[config.mk]
export PLATFORM = sky130hd
export DESIGN_NAME = i2c_read_rdata_flat
export DESIGN_NICKNAME = d
export VERILOG_FILES = /design/src/rtl/i2c_read_rdata_if.sv /design/src/rtl/i2c_read_rdata.sv /design/src/flat_wrapper.sv
export SDC_FILE = /design/constraint.sdc
export NUM_CORES = 1
export LEC_CHECK = 0
export CORE_MARGIN = 5
export CORE_UTILIZATION = 45
export DETAILED_ROUTE_END_ITERATION = 10
export PLACE_DENSITY_LB_ADDON = 0.3
export SLEW_MARGIN = 15
export SYNTH_ARGS = -nofsm -noshare
export SYNTH_HDL_FRONTEND = slang
export SYNTH_SLANG_ARGS = --single-unit
[constraint.sdc]
create_clock -name PT_CK -period 5.39 [get_ports PT_CK]
set_input_delay 1.078 -clock PT_CK [delete_from_list [all_inputs] [get_ports PT_CK]]
set_output_delay 1.078 -clock PT_CK [all_outputs]
set_load 0.005 [all_outputs]
[src/rtl/i2c_read_rdata_if.sv]
// Host and pin bundle for the I2C combined-format register reader.
// The slave modport is the reader's own view. The master modport is the host view, which also drives SDAI.
interface i2c_read_rdata_if;
  logic        GO;
  logic [7:0]  SLAVE_ADDRESS;
  logic [7:0]  REG_ADDR;
  logic [1:0]  BYTE_NUM;
  logic        SDAI;
  logic        SDAO;
  logic        SCLO;
  logic        END_OK;
  logic        ACK_ERR;
  logic [15:0] DATA;

  modport master (
    output GO, SLAVE_ADDRESS, REG_ADDR, BYTE_NUM, SDAI,
    input  SDAO, SCLO, END_OK, ACK_ERR, DATA
  );

  modport slave (
    input  GO, SLAVE_ADDRESS, REG_ADDR, BYTE_NUM, SDAI,
    output SDAO, SCLO, END_OK, ACK_ERR, DATA
  );
endinterface

[src/rtl/i2c_read_rdata.sv]
// Bit-banged I2C combined-format read master: START, addr(W), reg, repeated START, addr(R), 1-2 data bytes, STOP.
// One PT_CK cycle is one quarter SCL period. The pins share the same timing as the register writer.
module i2c_read_rdata (
  input  logic                  PT_CK,
  input  logic                  RESET,
  i2c_read_rdata_if.slave       bus,
  output logic [2:0]            dbg_state
);
  // Handshake: END_OK=1 means idle/done. GO sampled 1 and then GO sampled 0 launches one transaction on the falling cycle.
  // While END_OK=0 the block ignores all host inputs.
  typedef enum logic [2:0] {
    S_IDLE   = 3'd0,
    S_ARMED  = 3'd1,
    S_BYTE   = 3'd2,
    S_RSTART = 3'd3,
    S_STOP   = 3'd4,
    S_DONE   = 3'd5
  } state_t;

  localparam logic [2:0] B_ADDR_W = 3'd0;
  localparam logic [2:0] B_REG    = 3'd1;
  localparam logic [2:0] B_ADDR_R = 3'd2;
  localparam logic [2:0] B_DATA0  = 3'd3;
  localparam logic [2:0] B_DATA1  = 3'd4;

  state_t      state_q, state_d;
  logic [1:0]  phase_q, phase_d;
  logic [3:0]  bit_q, bit_d;
  logic [2:0]  byte_q, byte_d;
  logic [7:0]  addr_q, reg_q;
  logic        two_q, nack_q;
  logic [15:0] sh_q;

  logic        sdao_d, sclo_d, end_ok_d, ack_err_d;
  logic [15:0] data_d;
  logic [7:0]  tx_byte;
  logic        tx_bit;

  logic launch, sample, slave_slot, data_slot;
  assign launch     = (state_q == S_ARMED) && !bus.GO;
  assign sample     = (state_q == S_BYTE) && (phase_q == 2'd3);
  assign slave_slot = (byte_q <= B_ADDR_R);
  assign data_slot  = (byte_q >= B_DATA0);
  assign dbg_state  = state_q;

  always_ff @(posedge PT_CK) begin
    if (RESET) begin
      state_q     <= S_IDLE;
      phase_q     <= 2'd0;
      bit_q       <= 4'd0;
      byte_q      <= B_ADDR_W;
      addr_q      <= 8'h00;
      reg_q       <= 8'h00;
      two_q       <= 1'b0;
      nack_q      <= 1'b0;
      sh_q        <= 16'h0000;
      bus.SDAO    <= 1'b1;
      bus.SCLO    <= 1'b1;
      bus.END_OK  <= 1'b1;
      bus.ACK_ERR <= 1'b0;
      bus.DATA    <= 16'h0000;
    end else begin
      state_q     <= state_d;
      phase_q     <= phase_d;
      bit_q       <= bit_d;
      byte_q      <= byte_d;
      bus.SDAO    <= sdao_d;
      bus.SCLO    <= sclo_d;
      bus.END_OK  <= end_ok_d;
      bus.ACK_ERR <= ack_err_d;
      bus.DATA    <= data_d;
      if (launch) begin
        addr_q <= bus.SLAVE_ADDRESS;
        reg_q  <= bus.REG_ADDR;
        two_q  <= (bus.BYTE_NUM >= 2'd2);
        nack_q <= 1'b0;
        sh_q   <= 16'h0000;
      end
      // The shift register starts cleared, so a single byte lands as {8'h00, b0}.
      if (sample && data_slot && (bit_q != 4'd8))
        sh_q <= {sh_q[14:0], bus.SDAI};
      if (sample && slave_slot && (bit_q == 4'd8) && bus.SDAI)
        nack_q <= 1'b1;
    end
  end

  always_comb begin
    state_d = state_q;
    phase_d = phase_q;
    bit_d   = bit_q;
    byte_d  = byte_q;
    case (state_q)
      S_IDLE:  if (bus.GO) state_d = S_ARMED;
      S_ARMED: if (!bus.GO) begin
        state_d = S_BYTE;
        phase_d = 2'd0;
        bit_d   = 4'd0;
        byte_d  = B_ADDR_W;
      end
      S_BYTE: begin
        phase_d = phase_q + 2'd1;
        if (phase_q == 2'd3) begin
          if (bit_q != 4'd8) begin
            bit_d = bit_q + 4'd1;
          end else begin
            bit_d = 4'd0;
            if (slave_slot && bus.SDAI) state_d = S_STOP;
            else begin
              case (byte_q)
                B_ADDR_W: byte_d = B_REG;
                B_REG:    state_d = S_RSTART;
                B_ADDR_R: byte_d = B_DATA0;
                B_DATA0:  if (two_q) byte_d = B_DATA1; else state_d = S_STOP;
                default:  state_d = S_STOP;
              endcase
            end
          end
        end
      end
      S_RSTART: begin
        phase_d = phase_q + 2'd1;
        if (phase_q == 2'd3) begin
          state_d = S_BYTE;
          byte_d  = B_ADDR_R;
        end
      end
      S_STOP: begin
        phase_d = phase_q + 2'd1;
        if (phase_q == 2'd2) begin
          state_d = S_DONE;
          phase_d = 2'd0;
        end
      end
      S_DONE:  state_d = S_IDLE;
      default: state_d = S_IDLE;
    endcase
  end

  always_comb begin
    case (byte_q)
      B_ADDR_W: tx_byte = addr_q & 8'hFE;
      B_REG:    tx_byte = reg_q;
      B_ADDR_R: tx_byte = addr_q | 8'h01;
      default:  tx_byte = 8'hFF;
    endcase
    // In the ninth slot the master releases for the slave ACK, or ACKs a data byte only if another one follows.
    if (bit_q == 4'd8)
      tx_bit = data_slot ? !((byte_q == B_DATA0) && two_q) : 1'b1;
    else
      tx_bit = tx_byte[3'd7 - bit_q[2:0]];
  end

  always_comb begin
    sdao_d    = bus.SDAO;
    sclo_d    = bus.SCLO;
    end_ok_d  = bus.END_OK;
    ack_err_d = bus.ACK_ERR;
    data_d    = bus.DATA;
    case (state_q)
      S_ARMED: if (!bus.GO) begin
        sdao_d    = 1'b0;
        end_ok_d  = 1'b0;
        ack_err_d = 1'b0;
      end
      S_BYTE: case (phase_q)
        2'd0:    sclo_d = 1'b0;
        2'd1:    sdao_d = tx_bit;
        2'd2:    sclo_d = 1'b1;
        default: ;
      endcase
      S_RSTART: case (phase_q)
        2'd0:    sclo_d = 1'b0;
        2'd1:    sdao_d = 1'b1;
        2'd2:    sclo_d = 1'b1;
        default: sdao_d = 1'b0;
      endcase
      S_STOP: case (phase_q)
        2'd0:    begin sdao_d = 1'b0; sclo_d = 1'b0; end
        2'd1:    sclo_d = 1'b1;
        default: sdao_d = 1'b1;
      endcase
      S_DONE: begin
        end_ok_d  = 1'b1;
        ack_err_d = nack_q;
        if (!nack_q) data_d = sh_q;
      end
      default: ;
    endcase
  end
endmodule

[src/flat_wrapper.sv]
// flat-port wrapper written by rule: the top's interface ports become plain ports
module i2c_read_rdata_flat 
  (PT_CK, RESET, dbg_state, bus_GO, bus_SLAVE_ADDRESS, bus_REG_ADDR, bus_BYTE_NUM, bus_SDAI, bus_SDAO, bus_SCLO, bus_END_OK, bus_ACK_ERR, bus_DATA);
  i2c_read_rdata_if bus_i ();
  input  logic PT_CK;
  input  logic RESET;
  output logic [2:0] dbg_state;
  input wire logic [$bits(bus_i.GO)-1:0] bus_GO;
  input wire logic [$bits(bus_i.SLAVE_ADDRESS)-1:0] bus_SLAVE_ADDRESS;
  input wire logic [$bits(bus_i.REG_ADDR)-1:0] bus_REG_ADDR;
  input wire logic [$bits(bus_i.BYTE_NUM)-1:0] bus_BYTE_NUM;
  input wire logic [$bits(bus_i.SDAI)-1:0] bus_SDAI;
  output wire logic [$bits(bus_i.SDAO)-1:0] bus_SDAO;
  output wire logic [$bits(bus_i.SCLO)-1:0] bus_SCLO;
  output wire logic [$bits(bus_i.END_OK)-1:0] bus_END_OK;
  output wire logic [$bits(bus_i.ACK_ERR)-1:0] bus_ACK_ERR;
  output wire logic [$bits(bus_i.DATA)-1:0] bus_DATA;
  assign bus_i.GO = bus_GO;
  assign bus_i.SLAVE_ADDRESS = bus_SLAVE_ADDRESS;
  assign bus_i.REG_ADDR = bus_REG_ADDR;
  assign bus_i.BYTE_NUM = bus_BYTE_NUM;
  assign bus_i.SDAI = bus_SDAI;
  assign bus_SDAO = bus_i.SDAO;
  assign bus_SCLO = bus_i.SCLO;
  assign bus_END_OK = bus_i.END_OK;
  assign bus_ACK_ERR = bus_i.ACK_ERR;
  assign bus_DATA = bus_i.DATA;
  i2c_read_rdata u_core (.PT_CK(PT_CK), .RESET(RESET), .bus(bus_i), .dbg_state(dbg_state));
endmodule
; ---- Yosys cells after proc, flatten, opt, wreduce, memory -nomap -nowiden
; Index checks and enable logic that the tools add are counted.
[op_classes]
addsub = 3
multipliers = 0
n_div = 0
order_cmp = 4
eq_ne = 29
shifts = 0
muxes = 43
bitwise = 1
reduce_logical = 33
[op_table]
columns = cell, count
row1 = $mux W3, 13
row2 = $mux W16, 2
row3 = $pmux W3 S3, 3
row4 = $pmux W8 S3, 1
row5 = $ne A2 B2 Y1 const B, 8
row6 = $reduce_and A8 Y1, 2
row7 = $pmux W3 S5, 1
row8 = $pmux W1 S2, 7
row9 = $eq A3 B2 Y1 const B, 4
row10 = $mux W4, 3
row11 = $ne A4 B4 Y1 const B, 3
row12 = $reduce_bool A2 Y1, 5
row13 = $logic_and A1 B1 Y1, 9
row14 = $pmux W4 S2, 1
row15 = $mux W1, 7
row16 = $eq A3 B1 Y1 const B, 2
row17 = $eq A3 B3 Y1 const B, 2
row18 = $logic_not A3 Y1, 2
row19 = $ne A3 B1 Y1 const B, 2
row20 = $pmux W2 S3, 1
row21 = $reduce_and A2 Y1, 3
row22 = $reduce_and A3 Y1, 2
row23 = $reduce_bool A3 Y1, 2
row24 = $reduce_or A2 Y1, 3
row25 = other kinds (21), 25
[word_totals]
register_bits = 66
latchBits = 0
ram_bits = 0
rom_bits = 0
input_bits = 22
output_inout_bits = 23
word_cells = 127
memories = 0

; ---- Longest topological paths before layout
[logic_depth]
word_depth = 7
mapped_depth = 10
mapped_depth_nobuf = 7

; ---- Least setup slack after synthesis
; OpenSTA, ideal clock, no wires.
[synth_path]
kind = input port to flip-flop
start = input bus_SDAI
end = register u_core.byte_q[1]
setup_ns = 0.070
t_arrival_ns = 2.176
t_required_ns = 5.320
setup_slack_ns = 3.143
stages = 5
path_buffers = 0
cell_sequence = nor2b_1 > or4b_1 > a21oi_2 > o211ai_1 > a21oi_1
[synth_between]
elab_chain_cells = 3
[synth_lines]
columns = element, line
row1 = start: declaration, flat_wrapper.sv:12  ; input wire logic [$bits(bus_i.SDAI)-1:0] bus_SDAI;
row2 = $logic_and A1 B1 Y1, i2c_read_rdata.sv:107  ; if (slave_slot && bus.SDAI) state_d = S_STOP;
row3 = $ne A2 B2 Y1 (no line), n/a
row4 = $reduce_and A8 Y1 (no line), n/a
row5 = end signal: assignment, i2c_read_rdata.sv:66  ; byte_q <= byte_d;
row6 = end: declaration, i2c_read_rdata.sv:29  ; logic [2:0] byte_q, byte_d;
; No other way between the ends.
; A chain may end at the register's enable or synchronous reset.

; ---- Worst setup path in the final report
[layout_path]
start = input bus_GO
end = register u_core.bit_q[2]
[layout_between]
elab_chain_cells = 2
[layout_lines]
columns = element, line
row1 = start: declaration, flat_wrapper.sv:8  ; input wire logic [$bits(bus_i.GO)-1:0] bus_GO;
row2 = $ne A2 B2 Y1 (no line), n/a
row3 = $reduce_and A3 Y1 (no line), n/a
row4 = end signal: assignment, i2c_read_rdata.sv:65  ; bit_q <= bit_d;
row5 = end: declaration, i2c_read_rdata.sv:28  ; logic [3:0] bit_q, bit_d;
; No other way between the ends.

==> reports/metrics.cfg <==
[run_status]
outcome=completed

[place]
dpl_cell_area_um2=3450
dpl.hpwl_mm=4.40
dpl_worst_slack_ns=2.19
portBuffers=42
routabilityCongestion=0.779
dp_cells=470

[drt]
drtAntennaViolNets=0
via_count=2647
vias_per_cell=5.45
first_pass_iters=5
drt_drc_violations_left=0
finalWirelength_mm=6.77
drt-wirelength-per-cell_um=13.9
drtIter0Drc=248

[yosys]
ys_top_cells_by_count=92 x nand2_1, 65 x dfxtp_1, 54 x a21oi_1
synth_seq_cells=65
synthFlopType=dfxtp_1
synth_seq_area_share=0.426
yosysWarnings=0
synth_top_area_frac=0.426
synthTopCellsByArea=dfxtp_1 43%, nand2_1 11%, a21oi_1 8.8%, nand3_2 3.3%, a21oi_2 3.2%
synth_top_cell_by_area=dfxtp_1
synth_edf_count=0
synthCells=370
async_reset_ff_frac=0
synth_fp_nets=399
synth.most_common_cell=nand2_1
synth.avg_cell_area_um2=8.25
synth_area_um2=3050
yosysUniqueCellTypes=55

[clocking]
cts_resized=0
cts.reportedPaths.clkPinSlew_ns=0.07
clk_path_buf_depth=2
cts_hold_buf=0
postCtsSetupBuffers=0
htree_levels=3
cts_tree=done
numCtsBuffers=9
clock_latency_ns=0.34
clock_sinks=65
cts-root-buf=clkbuf_8

[sta]
finalHoldViolCount=0
fin_skew_ns=0.0121
worstMarginPinSlew_ns=1.06
slew_violations=0
fmax_mhz=346
slew_headroom=0.290
post-route-period-util=0.537
setup_viol=0
fin_tns_setup_ns=0
rsz0062_at_grt=false
min_period_ns=2.89
final.setup.worst_slack_ns=2.50

[pwr]
max-vdd-ir-drop_mv=0.258
power.density_nw_per_um2=328
power.leakage_nw=1.24
p_total_mw=1.21

[setup_path]
path_delay_family=simple AND/OR/NAND/NOR gates
crit_buf_inv=1
arrival_ns=3.15
worstSetupStartpointType=primary input
cp_common_cell=a21oi_1
worst-path-max-fanout=19
slowest_stage=nor4b_4
end_kind=flop
slowest_delay_ns=0.84
cp_cell_sequence=clkdlybuf4s50_1 -> nor4b_4 -> a21oi_1 -> nor2_1 -> nand3b_1 -> a21oi_1
path_class=primary input to flop
crit_required_ns=5.65

[global_routing]
antenna_found_initial=0
grt_usage=0.163
grt_start_max_net_pins=68
grt_pass1_vias=2519
grt_overflow=0
grt_pass1_wl_mm=11.4

[cells_and_area]
fill_cells=627
nets=430
area_growth_pct=21.1
final_cell_area_um2=3700
n_antenna_cell=0
layout-drive-gt1-share=0.123
final_cells=486

[floorplanning]
core-area_um2=6680
pin_count=45
fp-row-count=30
die_x_um=92.4
die_h_um=92.4
initial_utilization=0.457
die-area_um2=8530

[worst_hold_path]
hold_path.class=flop to flop

[job]
maxCapViolCount=0

[metal layers]
metal / vias up / global-route usage / part of all wire
met5: - / 0 / 0
met3: 6 / 0.0333 / 0.047
met2: 57 / 0.262 / 0.47
li1: 1349 / - / -
met4: 0 / 0.0705 / 0.0084
met1: 1235 / 0.212 / 0.48
[sequential cells by signal (all words and copies together) (netlist names)]
register and flops:
u_core.nack_q 1, u_core.dbg_state 3, u_core.phase_q 2, u_core.two_q 1, u_core.bus.DATA 16, u_core.reg_q 8
u_core.bus.SDAO 1, u_core.bus.ACK_ERR 1, u_core.bit_q 4, u_core.bus.END_OK 1, u_core.addr_q 7, u_core.bus.SCLO 1
u_core.byte_q 3, u_core.sh_q 16
[final timing paths]
path	from	slack, ns	to	cells after the start
min reg2reg	u_core.bus.DATA[7]$_SDFFE_PP0P_	0.46	u_core.bus.DATA[7]$_SDFFE_PP0P_	2
min	u_core.bus.DATA[7]$_SDFFE_PP0P_	0.46	u_core.bus.DATA[7]$_SDFFE_PP0P_	2
max reg2reg	u_core.bit_q[0]$_SDFFE_PP0P_	3.00	u_core.sh_q[5]$_SDFFE_PP0P_	7
max	bus_GO	2.50	u_core.bit_q[2]$_SDFFE_PP0P_	6
[cell type report]
class / count / area (um^2) / share of cell area
Sequential cell: 65 / 1300 / 0.352
Clock inverter: 6 / 113 / 0.0304
Clock buffer: 10 / 138 / 0.0372
Tap cell: 80 / 100 / 0.0271
Multi-Input combinational cell: 273 / 1590 / 0.429
Inverter: 8 / 30.0 / 0.00812
Timing Repair Buffer: 44 / 430 / 0.116
[stage by stage]
step | util | hold slack [ns]
2_1_floorplan | - | 0.432
3_3_place_gp | 0.516 | 0.443
3_5_place_dp | 0.516 | 0.447
4_1_cts | 0.554 | 0.456
5_1_grt | 0.554 | 0.477
6_report | 0.554 | 0.455
[cell usage in the layout, fill, tap and decap left out, drive strengths merged, types with 3 or more instances in the layout]
| cell type | netlist | final |
|---|---|---|
| buf | 11 | 3 |
| a221oi | 3 | 3 |
| nand3 | 21 | 21 |
| nor3 | 7 | 7 |
| a21oi | 65 | 65 |
| nor2b | 3 | 3 |
| nand2b | 6 | 6 |
| clkdlybuf4s50 | 0 | 41 |
| nand3b | 3 | 3 |
| ha | 7 | 7 |
| o31ai | 3 | 3 |
| nor2 | 15 | 15 |
| bufinv | 0 | 3 |
| dfxtp | 65 | 65 |
| nand2 | 92 | 92 |
| or3 | 4 | 4 |
| o211ai | 3 | 3 |
| inv | 8 | 9 |
| clkbuf | 13 | 10 |
| a22oi | 3 | 3 |
| o21ai | 9 | 9 |
[worst reg2reg max path, cell delays in order, from the launching register on]
cell and delay (ns):
dfxtp_1 0.53, inv_1 0.09, ha_1 0.21, and3b_1 0.24, nand2b_4 0.20, or3_1 0.69
nand3_1 0.22, a21oi_1 0.09
[cell families (layout without fill, tap and decap cells)]
family          count (synthesis)  count (layout)  share of synthesized area
simple gates                  162             162                      0.274
compound gates                102             102                      0.209
flops                          65              65                      0.426
buf+inv                        32              68                     0.0541
fa+ha+maj                       7               7                     0.0287
mux                             2               2                    0.00819
[power breakdown]
part           internal, mW  switching [mW]
registers             0.500          0.0297
clock network         0.321           0.190
logic                0.0817          0.0911
total                 0.903           0.311
Note: power is estimated with default switching activity, not from simulation.
